<file path="src/rtl/gate_test_pkg.sv">
// Shared types and helpers for the gate sweep sequencer and its golden model.
// Holds the sequencer state encoding, default sizing and a constant log2 helper.
package gate_test_pkg;

   typedef enum logic [1:0] {
      IDLE,
      SETTLE,
      SAMPLE,
      DONE
   } sweepStateT;

   localparam int N_IN_DEF  = 2;
   localparam int DWELL_DEF = 4;

   // Ceiling log2, used at elaboration time to size the dwell counter.
   function automatic int clog2(input int value);
      int result;
      int remaining;
      result    = 0;
      remaining = value - 1;
      while (remaining > 0) begin
         result++;
         remaining = remaining >> 1;
      end
      return result;
   endfunction

endpackage

</file>
<file path="src/rtl/nor_golden.sv">
// Golden reference for an N-input NOR gate, written in De Morgan form.
// The sequencer compares the gate under test against this output.
module nor_golden #(
   parameter int N_IN = 2
) (
   input  logic [N_IN-1:0] x,
   output logic            y
);

   // AND of the inverted inputs is logically identical to NOR, but built differently.
   assign y = &(~x);

endmodule

</file>
<file path="src/rtl/gate_sweep_ctrl.sv">
// Sweeps an N-input NOR gate under test through every input vector, holds each for
// DWELL cycles, samples the gate and records mismatch count and first failing vector.
module gate_sweep_ctrl
   import gate_test_pkg::*;
#(
   parameter int N_IN  = N_IN_DEF,
   parameter int DWELL = DWELL_DEF
) (
   input  logic            clk,
   input  logic            rst,
   input  logic            start,
   input  logic            abort,
   output logic [N_IN-1:0] vec,
   input  logic            dut_y,
   output logic            busy,
   output logic            done,
   output logic            pass,
   output logic [N_IN:0]   err_count,
   output logic            fail_valid,
   output logic [N_IN-1:0] fail_vec,
   output logic            aborted
);

   // A DWELL of 1 needs no counting, but the counter still needs at least one bit.
   localparam int CNT_W = (clog2(DWELL) < 1) ? 1 : clog2(DWELL);
   localparam logic [CNT_W-1:0] DWELL_LAST = CNT_W'(DWELL - 1);
   localparam logic [N_IN:0]    ERR_MAX    = {1'b1, {N_IN{1'b0}}};

   sweepStateT       state;
   logic [CNT_W-1:0] dwellCnt;
   logic             goldenY;

   // The golden value always tracks the vector currently applied to the gate under test.
   nor_golden #(
      .N_IN(N_IN)
   ) golden (
      .x(vec),
      .y(goldenY)
   );

   // Sequencer: a sweep starts from IDLE, alternates SETTLE (hold the vector for DWELL
   // cycles) and SAMPLE (compare gate against golden, then advance), and ends with a
   // one-cycle DONE that latches the pass verdict. An abort during the sweep drops
   // straight back to IDLE, discards any compare of that cycle and keeps partial results.
   always_ff @(posedge clk) begin
      if (rst) begin
         state      <= IDLE;
         dwellCnt   <= '0;
         vec        <= '0;
         busy       <= 1'b0;
         done       <= 1'b0;
         pass       <= 1'b0;
         err_count  <= '0;
         fail_valid <= 1'b0;
         fail_vec   <= '0;
         aborted    <= 1'b0;
      end else begin
         case (state)
            IDLE: begin
               if (start) begin
                  state      <= SETTLE;
                  dwellCnt   <= '0;
                  vec        <= '0;
                  busy       <= 1'b1;
                  pass       <= 1'b0;
                  err_count  <= '0;
                  fail_valid <= 1'b0;
                  fail_vec   <= '0;
                  aborted    <= 1'b0;
               end
            end
            SETTLE: begin
               if (abort) begin
                  state    <= IDLE;
                  busy     <= 1'b0;
                  vec      <= '0;
                  dwellCnt <= '0;
                  aborted  <= 1'b1;
               end else if (dwellCnt == DWELL_LAST) begin
                  state <= SAMPLE;
               end else begin
                  dwellCnt <= dwellCnt + 1'b1;
               end
            end
            SAMPLE: begin
               if (abort) begin
                  state    <= IDLE;
                  busy     <= 1'b0;
                  vec      <= '0;
                  dwellCnt <= '0;
                  aborted  <= 1'b1;
               end else begin
                  if (dut_y != goldenY) begin
                     if (err_count != ERR_MAX) begin
                        err_count <= err_count + 1'b1;
                     end
                     if (!fail_valid) begin
                        fail_valid <= 1'b1;
                        fail_vec   <= vec;
                     end
                  end
                  if (&vec) begin
                     state <= DONE;
                     done  <= 1'b1;
                  end else begin
                     vec      <= vec + 1'b1;
                     dwellCnt <= '0;
                     state    <= SETTLE;
                  end
               end
            end
            DONE: begin
               state <= IDLE;
               done  <= 1'b0;
               busy  <= 1'b0;
               pass  <= (err_count == '0);
            end
            default: begin
               state <= IDLE;
            end
         endcase
      end
   end

endmodule
</file>
<file path="config.mk">
export PLATFORM = sky130hd
export DESIGN_NAME = gate_sweep_ctrl
export DESIGN_NICKNAME = d
export VERILOG_FILES = /design/src/rtl/gate_test_pkg.sv /design/src/rtl/nor_golden.sv /design/src/rtl/gate_sweep_ctrl.sv
export SDC_FILE = /design/constraint.sdc
export NUM_CORES = 1
export LEC_CHECK = 0
export CORE_MARGIN = 2
export CORE_UTILIZATION = 35
export DETAILED_ROUTE_END_ITERATION = 10
export DONT_BUFFER_PORTS = 1
export PLACE_DENSITY_LB_ADDON = 0.1
export SYNTH_ARGS = -nofsm -noshare
export SYNTH_HDL_FRONTEND = slang
export SYNTH_SLANG_ARGS = --single-unit
</file>
<file path="constraint.sdc">
create_clock -name clk -period 2.15 [get_ports clk]
set_input_delay 0.1075 -clock clk [delete_from_list [all_inputs] [get_ports clk]]
set_output_delay 0.1075 -clock clk [all_outputs]
set_load 0.005 [all_outputs]
</file>
[After elaboration in Yosys (flattened, before gate mapping)]
Cells that the tools add are included.
Word-level totals
  register bits: 16
  word-level logic and storage cells: 89
Cells by class
  add/sub/neg operators: 3
  equal/unequal tests: 17
  muxes and demuxes: 38
  bitwise operators: 1
  reduce and logical (&&, ||, !) cells: 20
Operators by type and width (count)
  $mux W2: 16
  $ne A2 B2 Y1 const B: 7
  $mux W3: 4
  $ne A3 B3 Y1 const B: 4
  $pmux W2 S3: 2
  $reduce_and A4 Y1: 3
  $reduce_and A2 Y1: 5
  $reduce_and A5 Y1: 2
  $mux W1: 8
  $pmux W1 S2: 4
  $pmux W2 S4: 1
  $reduce_bool A2 Y1: 4
  $eq A2 B2 Y1 const B: 3
  $pmux W3 S2: 1
  $reduce_and A3 Y1: 2
  $add A2 B1 Y2 const B: 2
  $pmux W2 S2: 1
  $add A3 B1 Y3 const B: 1
  $logic_not A3 Y1: 1
  $pmux W1 S3: 1
  $reduce_bool A3 Y1: 1
  $eq A2 B1 Y1 const B: 1
  $logic_not A2 Y1: 1
  $ne A2 B1 Y1 const B: 1
  3 further kinds: 3

[Logic depth before layout (Yosys ltp)]
Gate-level depths: netlist of the first run.
  word-level depth: 6
  gate-level depth with buffers: 7

[Cells and area by module]
A second synthesis of the first run with hierarchy kept.
Unflattened totals
  cell total of the unflattened synthesis: 110
  area total of the unflattened synthesis: 910.9 um^2
By module, submodules not included
  gate_sweep_ctrl: times used 1, cells an instance 109, area each 907.1 um^2, seq. area each 320.3 um^2
  nor_golden: times used 1, cells an instance 1, area each 3.8 um^2, seq. area each 0.0 um^2

[Worst setup path after synthesis of the first run]
No wires, ideal clock.
  path kind: reg2reg
  start: register state[0]
  end: register vec[0]
  library setup time: 71 ps
  data arrival time: 1559 ps
  required time: 2079 ps
  slack: 521 ps
  stages on the path, launching flop included: 7
  buffers on the path: 0
  clock period less this slack: 1629 ps
  cell sequence: dfxtp_1 -> inv_1 -> ha_1 -> or2b_2 -> o211ai_2 -> or4b_1 -> a21oi_1
On the way
  word-level cells in the longest chain between the ends: 3
Ends and longest elaborated chain
  start: declaration: RTL line gate_sweep_ctrl.sv:29  | sweepStateT state;
  start signal: assignment: RTL line gate_sweep_ctrl.sv:47  | state <= IDLE;
  start signal: assignment: RTL line gate_sweep_ctrl.sv:61  | state <= SETTLE;
  start signal: assignment: RTL line gate_sweep_ctrl.sv:74  | state <= IDLE;
  $eq A2 B2 Y1 (tied with other cells): RTL line gate_sweep_ctrl.sv:58  | case (state)
  $ne A3 B3 Y1 (no line) (tied with other cells)
  $reduce_and A4 Y1 (no line)
  end signal: assignment: RTL line gate_sweep_ctrl.sv:106  | vec <= vec + 1'b1;
  end: declaration: RTL line gate_sweep_ctrl.sv:13  | output logic [N_IN-1:0] vec,
Several ways; a longest one is shown, not always the timed one.
A chain may end at the register's enable or synchronous reset.

[Worst setup path after layout of the first run]
Ends and elaborated chain as after synthesis.

==> impl_metrics.csv, run 1 <==
group,metric,value,unit
detailed_routing,wl,2.09,mm
setup_path,cpMostUsedCell,"a21oi_1",
grt,antenna_found_initial,0,
place,place_congestion,0.711,
synth,synth.avg_cell_area,8.42,sq um
grt,track_usage,14.3,%
clock_network,cts_htree_levels,1,
power,ir_drop,0.308,mV
sta,setup_violations,0,
sta,max_freq,0.535,GHz
synth,synthCells,110,
clock_network,clk_latency,0.29,ns
sta,rsz0062_at_grt,"no",
setup_path,cp.required,2.37,ns
clock_network,cts_tree,"done",
synth,yosysUniqueCellTypes,34,
synth,synthTopCellsByArea,"dfxtp_1 (35%), ha_1 (14%), a21oi_1 (5.9%)",
finish,diodes,0,
setup_path,critPathCaptureType,"flop",
clock_network,clkTransAtPathRegs,0.10,ns
finish,areaGrowthSynthToFinish,9.73,%
clock_network,cts-buffers-inserted,3,
place,portBuffers,0,
setup_path,crit_slowest_cell,"or4b_1",
sta,max_slew_margin,63.9,%
min_path,holdCritPathClass,"in -> reg",
place,place_inst,138,
synth,syn_nets,125,
flow_run,maxCapViolCount,0,
die,io_pins,17,
clock_network,cts_max_path_buffers,2,
detailed_routing,first_pass_iters,4,
grt,grt.overflow.total,0,
sta,skew,0.00168,ns
grt,grt_pass1_vias,718,
finish,fin_nets,130,
detailed_routing,first_iter_violations,15,
die,start_util,37.0,%
synth,yosys_warnings,0,
setup_path,slowest_delay,0.48,ns
synth,ys_seq_area_share,34.6,%
setup_path,cp_max_fo,9,
die,core-area,2500,sq um
clock_network,cts_sinks,16,
setup_path,crit_family,"compound AO/OA/AOI/OAI gates",
sta,period_minus_slack,1.87,ns
clock_network,cts_setup_buffers,0,
sta,timing.final.crit_share,87.0,%
die,die_h,55.4,um
sta,worstMarginPinSlew,0.540,ns
synth,ys_ff_latch,16,
place,dp_hpwl,1.55,mm
finish,drive_gt1_share,7.89,%
sta,hold_viol,0,
clock_network,root_buffer,"clkbuf_4",
grt,grt_first_pass_wirelength,3.48,mm
synth,synthesis.area,926,sq um
sta,final.setup.tns,0,ns
detailed_routing,avgRoutedWirePerCell,14.5,um
die,die_area,3070,sq um
setup_path,critPathArrivalTime,2.09,ns
synth,synthArstFlopShare,0,%
synth,synth_top_area_share,34.6,%
finish,final-instance-count-excl-fill,144,
detailed_routing,ant_nets,0,
detailed_routing,drcViolationCount,0,
synth,synth_top_flop_cell,"dfxtp_1",
sta,report.final.slew_viol_count,0,
clock_network,post_cts_resize_count,0,
setup_path,worstSetupStartpointType,"flop",
grt,grt_max_degree,14,
synth,synth-edff-count,0,
detailed_routing,via_per_inst,5.40,
die,die_x,55.4,um
run_status,outcome,"finished clean",
synth,synth_area_leader_cell,"dfxtp_1",
power,leakagePower,0.388,nW
power,power.density,632,nW/um^2
detailed_routing,vias,778,
setup_path,path_buf_inv,1,
setup_path,path_cells,"inv_1 > ha_1 > a21oi_1 > o211ai_2 > or4b_1 > a21oi_1",
die,rows,18,
setup_path,critPathKind,"reg -> reg",
[repair_timing]
| item | in CTS | in global routing |
|---|---|---|
| endpoints found under the hold margin | 13 | 0 |
| setup endpoints to repair | 0 | 0 |
| hold buffers | 2 | 0 |
[logic make-up after synthesis]
family | Yosys count | synth area share [%]
simple gates | 40 | 23.2
compound gates | 26 | 18.0
flops | 16 | 34.6
buf+inv | 13 | 5.27
fa+ha+maj | 10 | 13.5
mux | 4 | 4.46
xor+xnor | 1 | 0.946
[final cells by class]
type                    instances  area [sq um]
fillers                       253          1480
multi-input cells              81           557
flip-flops and latches         16           320
inverters                      10          37.5
well taps                      30          37.5
clock buffers                   4          36.3
repair buffers                  3          27.5
[synth_stat cells, drive strengths merged, types with 3 or more instances]
| master | n |
|---|---|
| nor3 | 4 |
| a21oi | 11 |
| nand3b | 3 |
| nand2 | 8 |
| mux2i | 3 |
| clkbuf | 3 |
| dfxtp | 16 |
| o21ai | 3 |
| ha | 10 |
| inv | 10 |
| nand4 | 3 |
| nor2 | 9 |
[placed cells by master (no fill, tap or decap), types with 2 or more instances in the layout]
cell type / synthesis / final
dfxtp_1: 16 / 16
a211oi_1: 2 / 2
nor3_1: 4 / 4
a21oi_1: 11 / 11
ha_1: 10 / 10
nor2b_1: 2 / 2
nor2_1: 9 / 9
mux2i_1: 3 / 3
o22ai_1: 2 / 2
clkbuf_4: 0 / 3
inv_1: 9 / 9
a31oi_1: 2 / 2
nand3b_1: 3 / 3
a2bb2oi_1: 2 / 2
nand2b_1: 2 / 2
nand4_1: 3 / 3
dlygate4sd3_1: 0 / 2
o21ai_0: 3 / 3
nand2_1: 8 / 8
[through the flow]
step	hold WS (ns)	utilization (%)	total power, mW	setup WS (ns)	instance area [sq um]
floorplan	0.186	-	0.416	0.521	926
global placement	0.180	38.4	0.433	0.380	960
finish	0.0187	40.6	0.642	0.280	1020
global route	0.0144	40.6	0.677	0.185	1020
detailed placement	0.182	38.4	0.433	0.323	960
CTS	0.0101	40.6	0.653	0.289	1020
[layer usage]
metal / up-vias / share of wire [%] / wire length (um) / global-route usage [%]
li1: 402 / - / - / -
met1: 355 / 54 / 1130 / 21.3
met2: 17 / 39 / 809 / 18.4
met3: 4 / 5.7 / 119 / 5.15
met4: 0 / 1.3 / 27 / 5.57
met5: - / 0 / 0 / 0
[where the power goes]
group          switching [mW]  internal (mW)  leakage (nW)  total (mW)
combinational          0.0697         0.0498         0.237       0.119
clock                   0.105          0.103        0.0210       0.208
sequential            0.00890          0.306         0.130       0.315
[flip-flops by register name, indices dropped and copies added, names as in the netlist]
name        cells
fail_vec        2
vec             2
busy            1
err_count       3
pass            1
aborted         1
fail_valid      1
dwellCnt        2
done            1
state           2
[final timing paths]
| kind | start | end | slack (ns) | cells after the start |
|---|---|---|---|---|
| worst min register to register | dwellCnt[0] | dwellCnt[0] | 0.48 | 2 |
| worst max-delay path | state[0] | vec[0] | 0.28 | 6 |
| worst max register to register | state[0] | vec[0] | 0.28 | 6 |
| worst min-delay path | abort | aborted | 0.02 | 2 |
[worst register-to-register path, stage by stage, from the launching register on]
cell and delay, ns:
dfxtp_1 0.40, inv_1 0.10, ha_1 0.31, a21oi_1 0.25
o211ai_2 0.13, or4b_1 0.48, a21oi_1 0.13
(Power assumes the default switching activity.)
==> run 2, diff against run 1 <==
--- a/config.mk
+++ b/config.mk
@@ -9,7 +9,7 @@
 export CORE_UTILIZATION = 35
 export DETAILED_ROUTE_END_ITERATION = 10
 export DONT_BUFFER_PORTS = 1
-export PLACE_DENSITY_LB_ADDON = 0.1
+export PLACE_DENSITY_LB_ADDON = 0.12
 export SYNTH_ARGS = -nofsm -noshare
 export SYNTH_HDL_FRONTEND = slang
 export SYNTH_SLANG_ARGS = --single-unit
==> run 2 against run 1 <==
Final area is the same. Cell count is the same. Sequential cell count is the same. Worst setup slack gained 0.047 ns. Global-route usage grew 0.22 points. Critical path type unchanged. Clock skew is essentially flat. Clock power shrank 2%. Wire length shrank 2.3%. Critical endpoint unchanged.
==> impl_metrics.csv, run 2 (synthesis results as in run 1) <==
group,metric,value,unit
sta,max_slew_margin,65.6,%
die,start_util,37.0,%
sta,max_freq,0.549,GHz
detailed_routing,route.met2.wl,907,um
grt,grt_max_degree,14,
finish,layout_common_cells,"dfxtp_1 (16), a21oi_1 (11), ha_1 (10), inv_1 (9), nor2_1 (9)",
setup_path,critPathArrivalTime,2.05,ns
die,die_h,55.4,um
sta,hold_viol,0,
setup_path,critPathKind,"reg -> reg",
detailed_routing,first_iter_violations,19,
place,portBuffers,0,
die,core-area,2500,sq um
flow_run,maxCapViolCount,0,
finish,drive_gt1_share,7.89,%
setup_path,cpMostUsedCell,"a21oi_1",
grt,grt_first_pass_wirelength,3.61,mm
finish,diodes,0,
die,io_pins,17,
clock_network,cts_htree_levels,1,
clock_network,post_cts_resize_count,0,
finish,mostFrequentLayoutCell,"dfxtp_1",
grt,antenna_found_initial,0,
detailed_routing,highest_layer,"met4",
detailed_routing,vias,798,
min_path,worstHoldStart,"abort",
setup_path,cp_max_fo,7,
setup_path,crit_slowest_cell,"or4b_1",
power,power.density,628,nW/um^2
detailed_routing,via_per_inst,5.54,
setup_path,cp.required,2.38,ns
die,die_x,55.4,um
finish,regMostFlops,"err_count",
sta,worstMarginPinSlew,0.514,ns
power,ir_drop,0.360,mV
min_path,hold_depth,2,
min_path,holdCritPathClass,"in -> reg",
detailed_routing,first_pass_iters,4,
detailed_routing,ant_nets,0,
setup_path,critPathCaptureType,"flop",
sta,final.setup.tns,0,ns
setup_path,reg2reg_depth,6,
clock_network,cts_sinks,16,
setup_path,path_cells,"inv_1 > ha_1 > a21oi_1 > o211ai_2 > or4b_1 > a21oi_1",
place,dp_hpwl,1.52,mm
power,leakagePower,0.388,nW
sta,report.final.slew_viol_count,0,
min_path,worstHoldEndpoint,"aborted",
clock_network,cts_tree,"done",
setup_path,slowest_delay,0.49,ns
sta,period_minus_slack,1.82,ns
sta,timing.final.crit_share,84.8,%
setup_path,crit_family,"compound AO/OA/AOI/OAI gates",
run_status,outcome,"finished clean",
clock_network,cts_setup_buffers,0,
finish,fin_nets,130,
clock_network,clkTransAtPathRegs,0.10,ns
place,place_congestion,0.757,
detailed_routing,wl,2.04,mm
detailed_routing,drcViolationCount,0,
setup_path,regToRegStartpoint,"state[0]",
place,dp_slack,0.379,ns
setup_path,reg2reg_to,"vec[0]",
die,die_area,3070,sq um
grt,track_usage,14.5,%
sta,rsz0062_at_grt,"no",
clock_network,root_buffer,"clkbuf_4",
detailed_routing,avgRoutedWirePerCell,14.2,um
finish,areaGrowthSynthToFinish,9.73,%
clock_network,cts_max_path_buffers,2,
setup_path,worstSetupStartpointType,"flop",
setup_path,path_buf_inv,1,
grt,grt.overflow.total,0,
sta,skew,0.00126,ns
detailed_routing,met3WireLength,120,um
setup_path,worst-r2r-setup-slack,0.33,ns
die,rows,18,
sta,setup_ws,0.327,ns
clock_network,clk_latency,0.29,ns
detailed_routing,wl_met1,987,um
clock_network,cts-buffers-inserted,3,
grt,grt_pass1_vias,774,
sta,setup_violations,0,
finish,largest_reg_flops,3,
[run 2: through the flow]
stage | area, sq um | hold slack [ns] | std cells | power, mW | util (%)
3_3_place_gp | 960 | 0.179 | 138 | 0.434 | 38.4
4_1_cts | 1020 | 0.0109 | 144 | 0.647 | 40.6
6_report | 1020 | 0.0170 | 144 | 0.638 | 40.6
2_1_floorplan | 926 | 0.186 | 110 | 0.416 | -
3_5_place_dp | 960 | 0.181 | 138 | 0.433 | 38.4
5_1_grt | 1020 | 0.0170 | 144 | 0.678 | 40.6
[run 2: how the worst max path moves through the flow]
stage	endpoint	cells after the start	start
floorplan	vec[0]	6	state[0]
global placement	vec[0]	6	state[0]
detailed placement	vec[0]	6	state[0]
CTS	vec[0]	6	state[0]
global route	vec[0]	6	state[0]
finish	vec[0]	6	state[0]
[run 2: what timing repair did]
item,CTS,global route
hold buffers,2,0
setup endpoints to repair,0,0
hold endpoints to repair,13,0
[run 2: area by class of cell]
cell class	count	area [sq um]
sequential	16	320
tap	30	37.5
inverter	10	37.5
clock buffer	4	36.3
timing repair buffer	3	27.5
multi-input combinational	81	557
fill	259	1480
[run 2: per-layer routing]
metal  global-route usage [%]  vias up
met2                     23.1       17
met1                     18.6      377
li1                         -      400
met5                        0        -
met4                     3.14        0
met3                     5.62        4
[run 2: power by group]
part           switching [mW]  internal (mW)
registers             0.00849          0.306
logic                  0.0704         0.0499
clock network           0.100          0.103
total                   0.179          0.459
==> run 3, diff against run 2 <==
==> constraint.sdc (replaced) <==
create_clock -name clk -period 1.8 [get_ports clk]
set_input_delay 0.09 -clock clk [delete_from_list [all_inputs] [get_ports clk]]
set_output_delay 0.09 -clock clk [all_outputs]
set_load 0.005 [all_outputs]
==> run 3 against run 2 <==
Core utilization rose by 0.50 points. Largest power group unchanged. First-iteration DRC count decreased by 5.3%. Register-to-register slack worse by 0.22 ns. Sequential share of layout area down 0.38 points. Total power increased by 13%. Worst hold slack improved by 0.029 ns. Sequential power is 19% higher.
==> impl_metrics.csv, run 3 (synthesis results as in run 1) <==
group,metric,value,unit
finish,fillers,266,
sta,rsz0062_at_grt,"yes",
power,p_int,0.508,mW
setup_path,cp.required,2.01,ns
die,die_h,55.4,um
sta,setup_violations,0,
finish,fin_area,1030,sq um
min_path,holdCritPathClass,"in -> reg",
power,switching_share,29.5,%
sta,max_freq,0.591,GHz
sta,timing.hold.ws,0.0456,ns
die,rows,18,
power,clockPowerShare,27.0,%
finish,largest_reg_flops,3,
run_status,outcome,"finished clean",
sta,period_minus_slack,1.69,ns
clock_network,root_buffer,"clkbuf_4",
die,io_pins,17,
setup_path,path_cells,"inv_1 > ha_1 > or2b_2 > o211ai_2 > or4b_1 > a21oi_1",
power,leakagePower,0.392,nW
finish,areaGrowthSynthToFinish,11.1,%
clock_network,cts_setup_buffers,0,
setup_path,crit_family,"simple AND/OR/NAND/NOR gates",
detailed_routing,via_per_inst,5.39,
place,dp_hpwl,1.50,mm
grt,antenna_found_initial,0,
clock_network,cts_htree_levels,1,
power,power.density,700,nW/um^2
grt,grt.overflow.total,0,
finish,regMostFlops,"err_count",
setup_path,critPathArrivalTime,1.91,ns
clock_network,cts-buffers-inserted,3,
sta,timing.final.crit_share,94.1,%
detailed_routing,avgRoutedWirePerCell,14.3,um
finish,diodes,0,
detailed_routing,ant_nets,0,
finish,mostFrequentLayoutCell,"dfxtp_1",
detailed_routing,first_pass_iters,4,
die,die_area,3070,sq um
finish,layout_common_cells,"dfxtp_1 (16), a21oi_1 (10), inv_1 (9), nor2_1 (9), ha_1 (9)",
finish,fin_nets,132,
die,core-area,2500,sq um
setup_path,critPathCaptureType,"flop",
detailed_routing,first_iter_violations,18,
clock_network,cts_tree,"done",
detailed_routing,drcViolationCount,0,
sta,hold_viol,0,
setup_path,path_buf_inv,1,
place,portBuffers,0,
setup_path,critPathKind,"reg -> reg",
detailed_routing,vias,782,
grt,grt_max_degree,14,
clock_network,clkTransAtPathRegs,0.10,ns
sta,skew,0.00822,ns
power,ir_drop,0.300,mV
power,combPwrFrac,20.8,%
die,start_util,37.0,%
clock_network,cts_max_path_buffers,2,
power,power,0.720,mW
grt,track_usage,14.4,%
setup_path,slowest_delay,0.47,ns
flow_run,maxCapViolCount,0,
setup_path,crit_slowest_cell,"or4b_1",
sta,max_slew_margin,65.7,%
detailed_routing,wl,2.08,mm
die,die_x,55.4,um
grt,grt_first_pass_wirelength,3.53,mm
place,post_dp_cell_area,975,sq um
clock_network,cts_sinks,16,
power,power_switching,0.212,mW
finish,drive_gt1_share,11.3,%
place,place_congestion,0.736,
sta,report.final.slew_viol_count,0,
setup_path,worstSetupStartpointType,"flop",
clock_network,clk_latency,0.29,ns
setup_path,cp_max_fo,6,
grt,grt_pass1_vias,753,
sta,worstMarginPinSlew,0.512,ns
power,p_seq_share,52.1,%
[run 3: cell types whose count changed in the layout (fill, tap and decap cells not counted), sizes merged]
cell / change
clkbuf: -1
buf: +2
[run 3: layout make-up]
class	instances	area [sq um]	share of cell area, %
Clock buffer	3	22.5	2.19
Inverter	10	37.5	3.65
Multi-Input combinational cell	81	568	55.2
Sequential cell	16	320	31.1
Tap cell	30	37.5	3.65
Timing Repair Buffer	5	42.5	4.14
[run 3: repair_timing]
item                                   4_1_cts  5_1_grt
endpoints found under the hold margin       13        0
gates resized for setup                      0        3
setup endpoints to repair                    0        1
hold buffers                                 2        0
[run 3: worst reg2reg max path: stages, from the launching register on]
cell      delay, ns
dfxtp_1        0.38
inv_1          0.09
ha_1           0.25
or2b_2         0.19
o211ai_2       0.10
or4b_1         0.47
a21oi_1        0.13
[run 3: power by group through the flow]
stage | Sequential [mW] | Combinational [mW] | Clock (mW)
4_1_cts | 0.376 | 0.148 | 0.206
6_report | 0.375 | 0.150 | 0.195
3_5_place_dp | 0.384 | 0.137 | 0
3_3_place_gp | 0.383 | 0.138 | 0
2_1_floorplan | 0.382 | 0.116 | 0
5_1_grt | 0.377 | 0.169 | 0.222
[run 3: per-layer routing]
metal	vias up	GRT usage [%]	wire length, um
met2	20	21.3	880
met4	0	6.27	27
li1	404	-	-
met3	4	3.75	124
met1	354	19.6	1040
met5	-	0	0
[run 3: path summary, 6_finish.rpt]
path                            cells past startpoint   startpoint  slack, ns           end
worst max-delay path                                6     state[0]       0.11        vec[0]
worst min-delay path                                3        abort       0.05  err_count[0]
worst max register to register                      6     state[0]       0.11        vec[0]
worst min register to register                      2  dwellCnt[0]       0.48   dwellCnt[0]
[run 3: per-stage QoR]
stage	utilization [%]	instances	setup TNS (ns)	worst slack [ns]
after global routing	41.1	145	-0.00581	-0.00581
after global placement	39.0	140	0	0.137
after detailed placement	39.0	140	0	0.0617
final	41.1	145	0	0.107
after floorplan	-	110	0	0.171
after CTS	40.7	145	0	0.0265
